## config.mk

```make
export PLATFORM = sky130hd
export DESIGN_NAME = wb_arbiter2_rr
export DESIGN_NICKNAME = d
export VERILOG_FILES = /design/src/rtl/wb_arbiter2_rr.sv
export SDC_FILE = /design/constraint.sdc
export NUM_CORES = 1
export LEC_CHECK = 0
export CAP_MARGIN = 20
export CORE_AREA = 5 5 117 119
export DETAILED_ROUTE_END_ITERATION = 8
export DIE_AREA = 0 0 122 124
export PLACE_DENSITY_LB_ADDON = 0.15
export SLEW_MARGIN = 20
export SYNTH_ARGS = -nofsm -noshare
export SYNTH_HDL_FRONTEND = slang
export SYNTH_SLANG_ARGS = --single-unit
export TNS_END_PERCENT = 5
```

## constraint.sdc

```tcl
create_clock -name wb_clk_i -period 4 [get_ports wb_clk_i]
set_clock_uncertainty 0.1 [all_clocks]
set_input_delay 1 -clock wb_clk_i [delete_from_list [all_inputs] [get_ports wb_clk_i]]
set_output_delay 1 -clock wb_clk_i [all_outputs]
set_load 0.01 [all_outputs]
```

## src/rtl/wb_arbiter2_rr.sv

```systemverilog
`default_nettype none
// ============================================================================
// Module   : wb_arbiter2_rr
// Purpose  : Two-master round-robin Wishbone classic arbiter with bus lock
//            and per-transfer ack timeout.
// Revision : 1.0
// ============================================================================
module wb_arbiter2_rr #(
    parameter int ADDR_WIDTH     = 32,
    parameter int TIMEOUT_CYCLES = 255
) (
    input  logic                  wb_clk_i,
    input  logic                  wb_rst_i,

    input  logic [ADDR_WIDTH-3:0] m0_wb_adr_i,
    input  logic [31:0]           m0_wb_dat_i,
    output logic [31:0]           m0_wb_dat_o,
    input  logic                  m0_wb_we_i,
    input  logic [3:0]            m0_wb_sel_i,
    input  logic                  m0_wb_cyc_i,
    input  logic                  m0_wb_stb_i,
    output logic                  m0_wb_ack_o,
    output logic                  m0_wb_err_o,

    input  logic [ADDR_WIDTH-3:0] m1_wb_adr_i,
    input  logic [31:0]           m1_wb_dat_i,
    output logic [31:0]           m1_wb_dat_o,
    input  logic                  m1_wb_we_i,
    input  logic [3:0]            m1_wb_sel_i,
    input  logic                  m1_wb_cyc_i,
    input  logic                  m1_wb_stb_i,
    output logic                  m1_wb_ack_o,
    output logic                  m1_wb_err_o,

    output logic [ADDR_WIDTH-3:0] s_wb_adr_o,
    output logic [31:0]           s_wb_dat_o,
    input  logic [31:0]           s_wb_dat_i,
    output logic                  s_wb_we_o,
    output logic [3:0]            s_wb_sel_o,
    output logic                  s_wb_cyc_o,
    output logic                  s_wb_stb_o,
    input  logic                  s_wb_ack_i
);

    // A zero timeout still needs a legal one-bit counter.
    localparam int              CNT_W   = (TIMEOUT_CYCLES > 0) ? $clog2(TIMEOUT_CYCLES + 1) : 1;
    localparam logic [CNT_W-1:0] CNT_MAX = CNT_W'(TIMEOUT_CYCLES);
    localparam bit              TMO_EN  = (TIMEOUT_CYCLES != 0);

    typedef enum logic [1:0] {
        IDLE = 2'd0,
        GNT0 = 2'd1,
        GNT1 = 2'd2
    } state_t;

    state_t           state;
    logic             last;
    logic [CNT_W-1:0] cnt;

    logic gnt0;
    logic gnt1;
    logic stb_req;
    logic hit;

    assign gnt0    = (state == GNT0);
    assign gnt1    = (state == GNT1);
    assign hit     = TMO_EN && (cnt == CNT_MAX);
    assign stb_req = (gnt0 & m0_wb_stb_i) | (gnt1 & m1_wb_stb_i);

    assign s_wb_adr_o = gnt1 ? m1_wb_adr_i : m0_wb_adr_i;
    assign s_wb_dat_o = gnt1 ? m1_wb_dat_i : m0_wb_dat_i;
    assign s_wb_we_o  = gnt1 ? m1_wb_we_i  : m0_wb_we_i;
    assign s_wb_sel_o = gnt1 ? m1_wb_sel_i : m0_wb_sel_i;
    assign s_wb_cyc_o = (gnt0 & m0_wb_cyc_i) | (gnt1 & m1_wb_cyc_i);
    assign s_wb_stb_o = stb_req & ~hit;

    assign m0_wb_dat_o = s_wb_dat_i;
    assign m1_wb_dat_o = s_wb_dat_i;
    assign m0_wb_ack_o = gnt0 & s_wb_ack_i;
    assign m1_wb_ack_o = gnt1 & s_wb_ack_i;
    // A late ack beats a simultaneous timeout.
    assign m0_wb_err_o = gnt0 & hit & ~s_wb_ack_i;
    assign m1_wb_err_o = gnt1 & hit & ~s_wb_ack_i;

    always_ff @(posedge wb_clk_i or posedge wb_rst_i) begin
        if (wb_rst_i) begin
            state <= IDLE;
            last  <= 1'b1;
            cnt   <= '0;
        end else begin
            if (s_wb_ack_i || hit) begin
                cnt <= '0;
            end else if (s_wb_stb_o) begin
                cnt <= cnt + 1'b1;
            end

            case (state)
                IDLE: begin
                    if (m0_wb_cyc_i && (!m1_wb_cyc_i || last)) begin
                        state <= GNT0;
                        cnt   <= '0;
                    end else if (m1_wb_cyc_i) begin
                        state <= GNT1;
                        cnt   <= '0;
                    end
                end
                GNT0: begin
                    if (!m0_wb_cyc_i) begin
                        last  <= 1'b0;
                        cnt   <= '0;
                        state <= m1_wb_cyc_i ? GNT1 : IDLE;
                    end
                end
                GNT1: begin
                    if (!m1_wb_cyc_i) begin
                        last  <= 1'b1;
                        cnt   <= '0;
                        state <= m0_wb_cyc_i ? GNT0 : IDLE;
                    end
                end
                default: begin
                    state <= IDLE;
                    cnt   <= '0;
                end
            endcase
        end
    end

endmodule
`default_nettype wire

```

After elaboration in Yosys (flattened, before gate mapping)
Index checks and enable logic that the tools add are counted.
- add/subtract/negate cells: 1
- multiply operators: 0
- div/mod/pow operators: 0
- $lt $le $gt $ge: 0
- eq/ne operators: 6
- shift-type cells: 0
- muxes and demuxes: 21
- bitwise operators: 15
- reduce and logical (&&, ||, !) cells: 8
- operator list (cell ; count):
    $mux 8 ; 6
    $mux 32 ; 1
    $mux 30 ; 1
    $pmux 8 s3 ; 1
    $and 1x1->1 ; 11
    $mux 2 ; 5
    $add 8x1->8 const B ; 1
    $eq 8x8->1 const B ; 1
    $pmux 2 s3 ; 1
    $reduce_and 3->1 ; 2
    $mux 1 ; 4
    $mux 4 ; 1
    $ne 2x2->1 const B ; 2
    $ne 3x3->1 const B ; 1
    $eq 2x1->1 const B ; 1
    $eq 2x2->1 const B ; 1
    $logic_not 2->1 ; 1
    $logic_or 1x1->1 ; 2
    $not 1->1 ; 2
    $or 1x1->1 ; 2
    $pmux 1 s2 ; 1
    $reduce_bool 2->1 ; 1
    $logic_and 1x1->1 ; 1
    $logic_not 1->1 ; 1
- flip-flop bits (word level): 11
- latch bits: 0
- bits in writable memories: 0
- memory bits (read-only): 0
- input bits: 173
- output and inout bits: 137
- word-level logic and storage cells: 54
- memories kept: 0

Depth between registers and ports, before layout
- depth in word-level cells: 9
- depth in mapped cells: 6
- depth with buffers taken out: 5

Worst setup path before layout
OpenSTA, ideal clock, no wires.
- path kind: input-to-output
- from: input m1_wb_stb_i
- to: output s_wb_stb_o
- data arrival time: 1.537 ns
- required time: 2.900 ns
- path slack: 1.363 ns
- stages: 4
- path buffers: 1
- path through: and3b_1 -> buf_4 -> o22ai_2 -> inv_1
- longest elaborated chain between the ends: 3
- RTL lines (element ; line ; text):
    start: declaration ; 31 ; input logic m1_wb_stb_i,
    $and 1x1->1 ; 68 ; assign stb_req = (gnt0 & m0_wb_stb_i) | (gnt1 & m1_wb_stb_i);
    $or 1x1->1 ; 68 ;
    $and 1x1->1 ; 75 ; assign s_wb_stb_o = stb_req & ~hit;
    end: declaration ; 41 ; output logic s_wb_stb_o,
No other way between the ends.

Final worst setup path
- from: register state[0]
- to: output s_wb_dat_o[30]
- longest elaborated chain between the ends: 2
- RTL lines (element ; line ; text):
    start: declaration ; 56 ; state_t state;
    start signal: assignment ; 111 ; state <= m1_wb_cyc_i ? GNT1 : IDLE;
    start signal: assignment ; 118 ; state <= m0_wb_cyc_i ? GNT0 : IDLE;
    $eq 2x2->1 ; 66 ; assign gnt1 = (state == GNT1);
    $mux 32 ; 71 ; assign s_wb_dat_o = gnt1 ? m1_wb_dat_i : m0_wb_dat_i;
    end: declaration ; 36 ; output logic [31:0] s_wb_dat_o,
No other way between the ends.

==> flow_metrics.py <==
metrics = {
    "power_and_ir_drop": {
        "peakVddDrop_mv": 0.175,
        "power_density_nw_per_um2": 224,
        "p_leak_nw": 1.48,
        "total_power_w": 0.000877,
    },
    "layout": {
        "syn_to_final_growth_pct": 92.4,
        "layout-drive-gt1-share_pct": 4.14,
        "diodes": 0,
        "fillCellCount": 1305,
        "num-nets-final": 537,
        "final_core_util_pct": 31.4,
    },
    "placed_design": {
        "io_buffers": 213,
        "place_congestion": 0.804,
        "dp_slack_ps": 508,
        "hpwl_mm": 7.69,
    },
    "run_status": {
        "outcome": "finished clean",
    },
    "logic_synthesis": {
        "syn_area_um2": 2030,
        "synth_area_leaders": "mux2_1 (37%), buf_4 (24%), dfrtp_1 (12%), buf_6 (5.0%), xor2_1 (2.2%)",
        "synth_top_area_share_pct": 37.1,
        "synth-compound-area-share_pct": 6.96,
        "synth_top_family_by_area": "multiplexers",
        "ys_warn_count": 0,
        "synthSimpleGateAreaFrac_pct": 8.25,
        "syn-num-nets": 389,
        "synthAdderAreaFrac_pct": 0.616,
        "syn_inst": 215,
        "synth.distinct_cells": 35,
        "muxShareOfSynthArea_pct": 37.6,
        "syn_area_per_cell_um2": 9.45,
        "yosysSeqAreaShare_pct": 13.6,
        "synth_area_leader_cell": "mux2_1",
        "ys_ff_latch": 11,
        "yosys.area_share.xor_xnor_pct": 2.59,
    },
    "detailed_routing": {
        "drtIter0Drc": 42,
        "vias_per_cell": 3.81,
        "avgRoutedWirePerCell_um": 16.7,
        "wl_mm": 8.93,
        "drc": 0,
        "drt-pass1-iter-count": 4,
        "postRouteAntennaNets": 0,
        "vias": 2032,
    },
    "timing": {
        "rsz0062_at_grt": "no",
        "period_needed_ps": 3550,
        "fmax_mhz": 281,
        "finalHoldViolations": 0,
        "fin_crit_sh_pct": 88.8,
        "setup_viol": 0,
        "drv_slew": 0,
        "slew_headroom_pct": 68.6,
        "tns_ps": 0,
        "worst_pin_slew_ps": 470,
        "fin_ws_ps": 447,
    },
    "floorplan": {
        "fp-row-count": 41,
        "start_util_pct": 16.3,
        "die_h_um": 124,
        "ios": 310,
        "core_um2": 12500,
        "die_w_um": 122,
        "dieArea_um2": 15100,
    },
    "global_route": {
        "grt_max_degree": 32,
        "antenna_found_initial": 0,
        "grt_overflow": 0,
        "grt_pass1_vias": 2121,
        "grt_usage_pct": 10.3,
        "grt_pass1_wl_mm": 12.2,
    },
    "setup_path": {
        "arrival_ps": 2450,
        "worst_r2r_endpoint": "cnt[3]",
        "path_delay_family": "buffers and inverters",
        "crit_type": "flip-flop to output port",
        "rrSetupSlack_ps": 2300,
        "worst_r2r_path_depth": 5,
        "timing.rr.start": "cnt[0]",
        "cp_max_fo": 31,
        "worstPathRequired_ps": 2900,
        "cp_cell_sequence": "nand2b_4 > buf_4 > mux2_1 > clkdlybuf4s50_1",
        "cp-start-kind": "flip-flop",
        "cp.buffers_inverters": 2,
        "cpMaxStageDelayCell": "clkdlybuf4s50_1",
        "endpoint_kind": "output port",
        "max_stage_delay_ps": 570,
    },
    "cts": {
        "cts_tree": "yes",
        "cts_hold_buf": 0,
        "clkTransAtPathRegs_ps": 40,
        "post_cts_buffers": 0,
        "cts_buffers": 3,
        "cts_buffer_depth": 2,
        "h-tree-depth": 1,
        "cts_sinks": 11,
        "insertion_delay_ps": 240,
        "cts-resized-gates": 0,
        "cts-root-buf": "clkbuf_16",
    },
    "flow_run": {
        "maxCapViolations": 0,
    },
    "hold_path": {
        "holdCritPathClass": "flip-flop to flip-flop",
        "hold_path_depth": 2,
        "hold_start": "last",
        "hold_path_end": "last",
    },
}
==> cell usage in the layout, fill, tap and decap left out, types with 2 or more instances in the layout <==
cell type        synthesis  final
clkdlybuf4s50_1          0    213
mux2_1                  67     67
nor2_1                  11     11
dfrtp_1                 10     10
buf_4                   66      6
xor2_1                   5      5
a21oi_1                  4      4
inv_1                    4      4
and2_1                   3      3
o21ai_0                  3      3
o2111ai_1                3      3
clkbuf_16                0      3
nand2_1                  2      2
o211ai_2                 2      2
and3b_1                  2      2
nor2b_1                  2      2
and3_1                   2      2
==> flip-flops by register name (all words and copies together), names as in the netlist <==
signal  flops
last        1
state       2
cnt         8
==> worst max-delay path by stage <==
| stage | from | endpoint | slack (ps) | cells past startpoint |
|---|---|---|---|---|
| after floorplan | m1_wb_stb_i | s_wb_stb_o | 1360 | 4 |
| after global placement | m0_wb_cyc_i | s_wb_cyc_o | 530 | 4 |
| after detailed placement | m0_wb_cyc_i | s_wb_cyc_o | 510 | 4 |
| after CTS | state[0] | s_wb_dat_o[30] | 410 | 4 |
| after global routing | state[0] | s_wb_sel_o[1] | 300 | 4 |
| final | state[0] | s_wb_dat_o[30] | 450 | 4 |
==> synth_stat cells, drive strengths merged <==
master,n
a21oi,4
and2,3
and2b,1
and3,2
and3b,2
and4,1
buf,76
dfrtp,10
dfstp,1
ha,1
inv,4
mux2,67
mux2i,1
nand2,2
nand2b,2
nand3,1
nand4,1
nor2,11
nor2b,2
nor3,1
o2111ai,4
o211ai,2
o21ai,4
o21bai,1
o22a,1
o22ai,2
or2,1
or3,1
xnor2,1
xor2,5
==> layout make-up <==
class / count / area, um^2 / area share [%]
Timing Repair Buffer: 219 / 2180 / 55.7
Multi-Input combinational cell: 124 / 1150 / 29.3
Tap cell: 172 / 215 / 5.51
Inverter: 4 / 15.0 / 0.384
Clock buffer: 4 / 78.8 / 2.02
Sequential cell: 11 / 277 / 7.07
==> cell families after synthesis <==
| kind of cell | after synthesis |
|---|---|
| buffers and inverters | 80 |
| and+or+nand+nor | 31 |
| xor gates and xnor gates | 6 |
| DFF | 11 |
| muxes | 68 |
| adders and majority gates | 1 |
| AOI/OAI and AO/OA | 18 |
==> power by group <==
group | internal, W | switching (W)
Combinational | 0.000358 | 0.000200
Sequential | 0.000121 | 0.0000132
Clock | 0.000134 | 0.0000509
==> metal layers <==
| metal | wire, um | share of wire (%) | global-route usage (%) | vias up |
|---|---|---|---|---|
| met2 | 3950 | 44 | 16.7 | 158 |
| met1 | 3390 | 38 | 11.4 | 897 |
| met4 | 52 | 0.58 | 1.33 | 0 |
| li1 | - | - | - | 970 |
| met3 | 1540 | 17 | 7.18 | 7 |
| met5 | 0 | 0 | 0 | - |
==> worst reg2reg max path, delay by kind of cell (launching register included) <==
kind            cells  cell delay [ps]
compound gates      1              180
fa+ha+maj           1              280
flops               1              430
simple gates        3              590
==> metrics by stage <==
step / instances / area, um^2 / hold slack (ps)
floorplan: 215 / 2030 / 385
global placement: 530 / 3830 / 416
global route: 534 / 3910 / 498
detailed placement: 530 / 3830 / 422
finish: 534 / 3910 / 439
CTS: 534 / 3910 / 427
No activity file was read; power rests on OpenSTA's default activity.
==> edit (config.mk and constraints unchanged) <==
Register the outputs `m0_wb_err_o` and `m1_wb_err_o`, with the module's reset; this adds one clock of latency there. The other outputs are not delayed to match.
--- a/src/rtl/wb_arbiter2_rr.sv
+++ b/src/rtl/wb_arbiter2_rr.sv
@@ -80,6 +80,13 @@
     assign m1_wb_ack_o = gnt1 & s_wb_ack_i;
     // A late ack beats a simultaneous timeout.
-    assign m0_wb_err_o = gnt0 & hit & ~s_wb_ack_i;
-    assign m1_wb_err_o = gnt1 & hit & ~s_wb_ack_i;
+    always_ff @(posedge wb_clk_i or posedge wb_rst_i) begin
+        if (wb_rst_i) begin
+            m0_wb_err_o <= '0;
+            m1_wb_err_o <= '0;
+        end else begin
+            m0_wb_err_o <= gnt0 & hit & ~s_wb_ack_i;
+            m1_wb_err_o <= gnt1 & hit & ~s_wb_ack_i;
+        end
+    end
 
     always_ff @(posedge wb_clk_i or posedge wb_rst_i) begin
Function: no difference found for any inputs over 10 cycles, from zero or initial values and one cycle with wb_rst_i high; that may be too few to reach the edited logic, so the function may still have changed.
==> edit against the unedited design <==
- worst setup slack got worse by 0.018 ns
- final area up 1.3%
- critical path type is now in2out
- die area is the same
- sequential cell count is 2 higher
- power grew 7.8%
- highest routed layer unchanged
- synthesized area grew 0.86%
- routed wire length grew 17%
==> edit: results (changes against the unedited design) <==
OUTCOME='finished, final reports clean'  # unchanged
CP_MAX_FO=7  # was 31
VDD_DROP_MAX_mV=0.116  # was 0.175 mV
DRIVE_GT1_SHARE_PCT=23.5  # was 4.14%
TRACK_USAGE_PCT=12.4  # was 10.3%
WORST_MIN_DELAY_PATH_CLASS='reg2reg'  # unchanged
TOP_REGS='cnt: 8 flops, state: 2 flops'  # was cnt: 8 flops, state: 2 flops, last: 1 flops
SETUP_WS_NS=0.430  # was 0.447 ns
CRITPATHMAXSTAGEDELAY_NS=0.52  # was 0.57 ns
FIRST_GLOBAL_VIAS=2155  # was 2,121
WORSTMARGINPINSLEW_NS=0.550  # was 0.470 ns
POWER.STATIC_LEAKAGE_nW=1.51  # was 1.48 nW
AVGROUTEDWIREPERCELL_UM=19.8  # was 16.7 um
CRIT-REG2REG-LAUNCH='state[1]$_DFFE_PP0P_'  # was cnt[0]$_DFF_PP0_
GP_CONGESTION=0.807  # was 0.804
NETS=532  # was 537
DP.FINAL_HPWL_UM=9280  # was 7690 um
PORT_BUFFERS=213  # unchanged
CRITICAL_PATH.REG2REG.ENDPOINT='cnt[4]$_DFF_PP0_'  # was cnt[3]$_DFF_PP0_
GRT_PASS1_WL_UM=13700  # was 12,200 um
DRT_ITER0_DRC=37  # was 42
GRT_START_MAX_NET_PINS=36  # was 32
NETLIST_TOP_CELLS_COUNT='67 x mux2_2, 65 x buf_4, 12 x dfrtp_1'  # was 67 x mux2_1, 66 x buf_4, 11 x nor2_1
SYN_NETS=388  # was 389
SYNTH_SEQ_AREA_SHARE_PCT=15.9  # was 13.6%
CTS_SETUP_BUFFERS=0  # unchanged
POST_SYNTH_MAIN_AREA_CONTRIBUTORS='mux2_2 37%, buf_4 24%, dfrtp_1 15%, xor2_1 2.6%, buf_2 2.2%'  # was mux2_1 37%, buf_4 24%, dfrtp_1 12%, buf_6 5.0%, xor2_1 2.2%
CRITICAL_PATH.STARTPOINT='m0_wb_stb_i'  # was state[0]$_DFFE_PP0P_
WORST-ENDPOINT-ARRIVAL_NS=2.47  # was 2.45 ns
VIAS_PER_CELL=3.81  # about the same
WORST-R2R-CELL-COUNT=4  # was 5
ANTENNA-DIODE-COUNT=0  # unchanged
NFILLCELLS=1315  # was 1,305
LAST_ELEMENT_OF_THE_CRITICAL_PATH='s_wb_stb_o'  # was s_wb_dat_o[30]
NUMBER_OF_ANTENNA_VIOLATIONS_AT_THE_FIRST_CHECK_IN_GLOBAL_ROUTING=0  # unchanged
[edit: how the worst min path moves through the flow]
stage                     startpoint                to  slack [ns]  cells past startpoint
finish              last$_DFFE_PP1P_  last$_DFFE_PP1P_        0.41                      2
global route        last$_DFFE_PP1P_  last$_DFFE_PP1P_        0.42                      2
CTS                 last$_DFFE_PP1P_  last$_DFFE_PP1P_        0.41                      2
detailed placement  last$_DFFE_PP1P_  last$_DFFE_PP1P_        0.40                      2
global placement    last$_DFFE_PP1P_  last$_DFFE_PP1P_        0.41                      2
floorplan           last$_DFFE_PP1P_  last$_DFFE_PP1P_        0.39                      2
[edit: final cells by class]
class                   count  area, sq um  share of cell area (%)
multi-input cells         120         1160                    29.3
inverters                   5         18.8                   0.474
clock buffers               4         78.8                    1.99
well taps                 172          215                    5.43
repair buffers            215         2160                    54.5
flip-flops and latches     13          327                    8.24
[edit: cells by family after synthesis]
kind of cell / Yosys count / synth area share, %
mux: 68 / 37.3
compound gates: 17 / 7.81
fa+ha+maj: 1 / 0.610
flops: 13 / 15.9
simple gates: 28 / 8.06
buf+inv: 81 / 27.7
xor+xnor: 6 / 2.56
[edit: layer usage]
layer  global-route usage (%)  up-vias  wire length (um)
li1                         -      963                 -
met1                     14.4      889              3650
met2                     21.7      122              5500
met3                     3.63       40              1010
met4                     4.27        0               315
met5                        0        -                 0
[edit: worst min-delay path: stages (launching register included)]
cell,delay (ns)
dfstp_2,0.37
o21ai_0,0.06
o21ai_0,0.07
[edit: stage by stage]
step | power [mW] | instance area [sq um] | util (%) | cells | hold slack [ns]
floorplan | 0.471 | 2050 | - | 214 | 0.385
global placement | 0.770 | 3880 | 31.1 | 525 | 0.413
detailed placement | 0.771 | 3880 | 31.1 | 525 | 0.404
CTS | 0.968 | 3960 | 31.8 | 529 | 0.410
global route | 1.00 | 3960 | 31.8 | 529 | 0.422
finish | 0.945 | 3960 | 31.8 | 529 | 0.410
[edit: where the power goes]
part | internal (mW) | total, mW | switching (mW)
clock | 0.134 | 0.189 | 0.0544
combinational | 0.387 | 0.601 | 0.214
sequential | 0.141 | 0.155 | 0.0143
total | 0.663 | 0.945 | 0.283
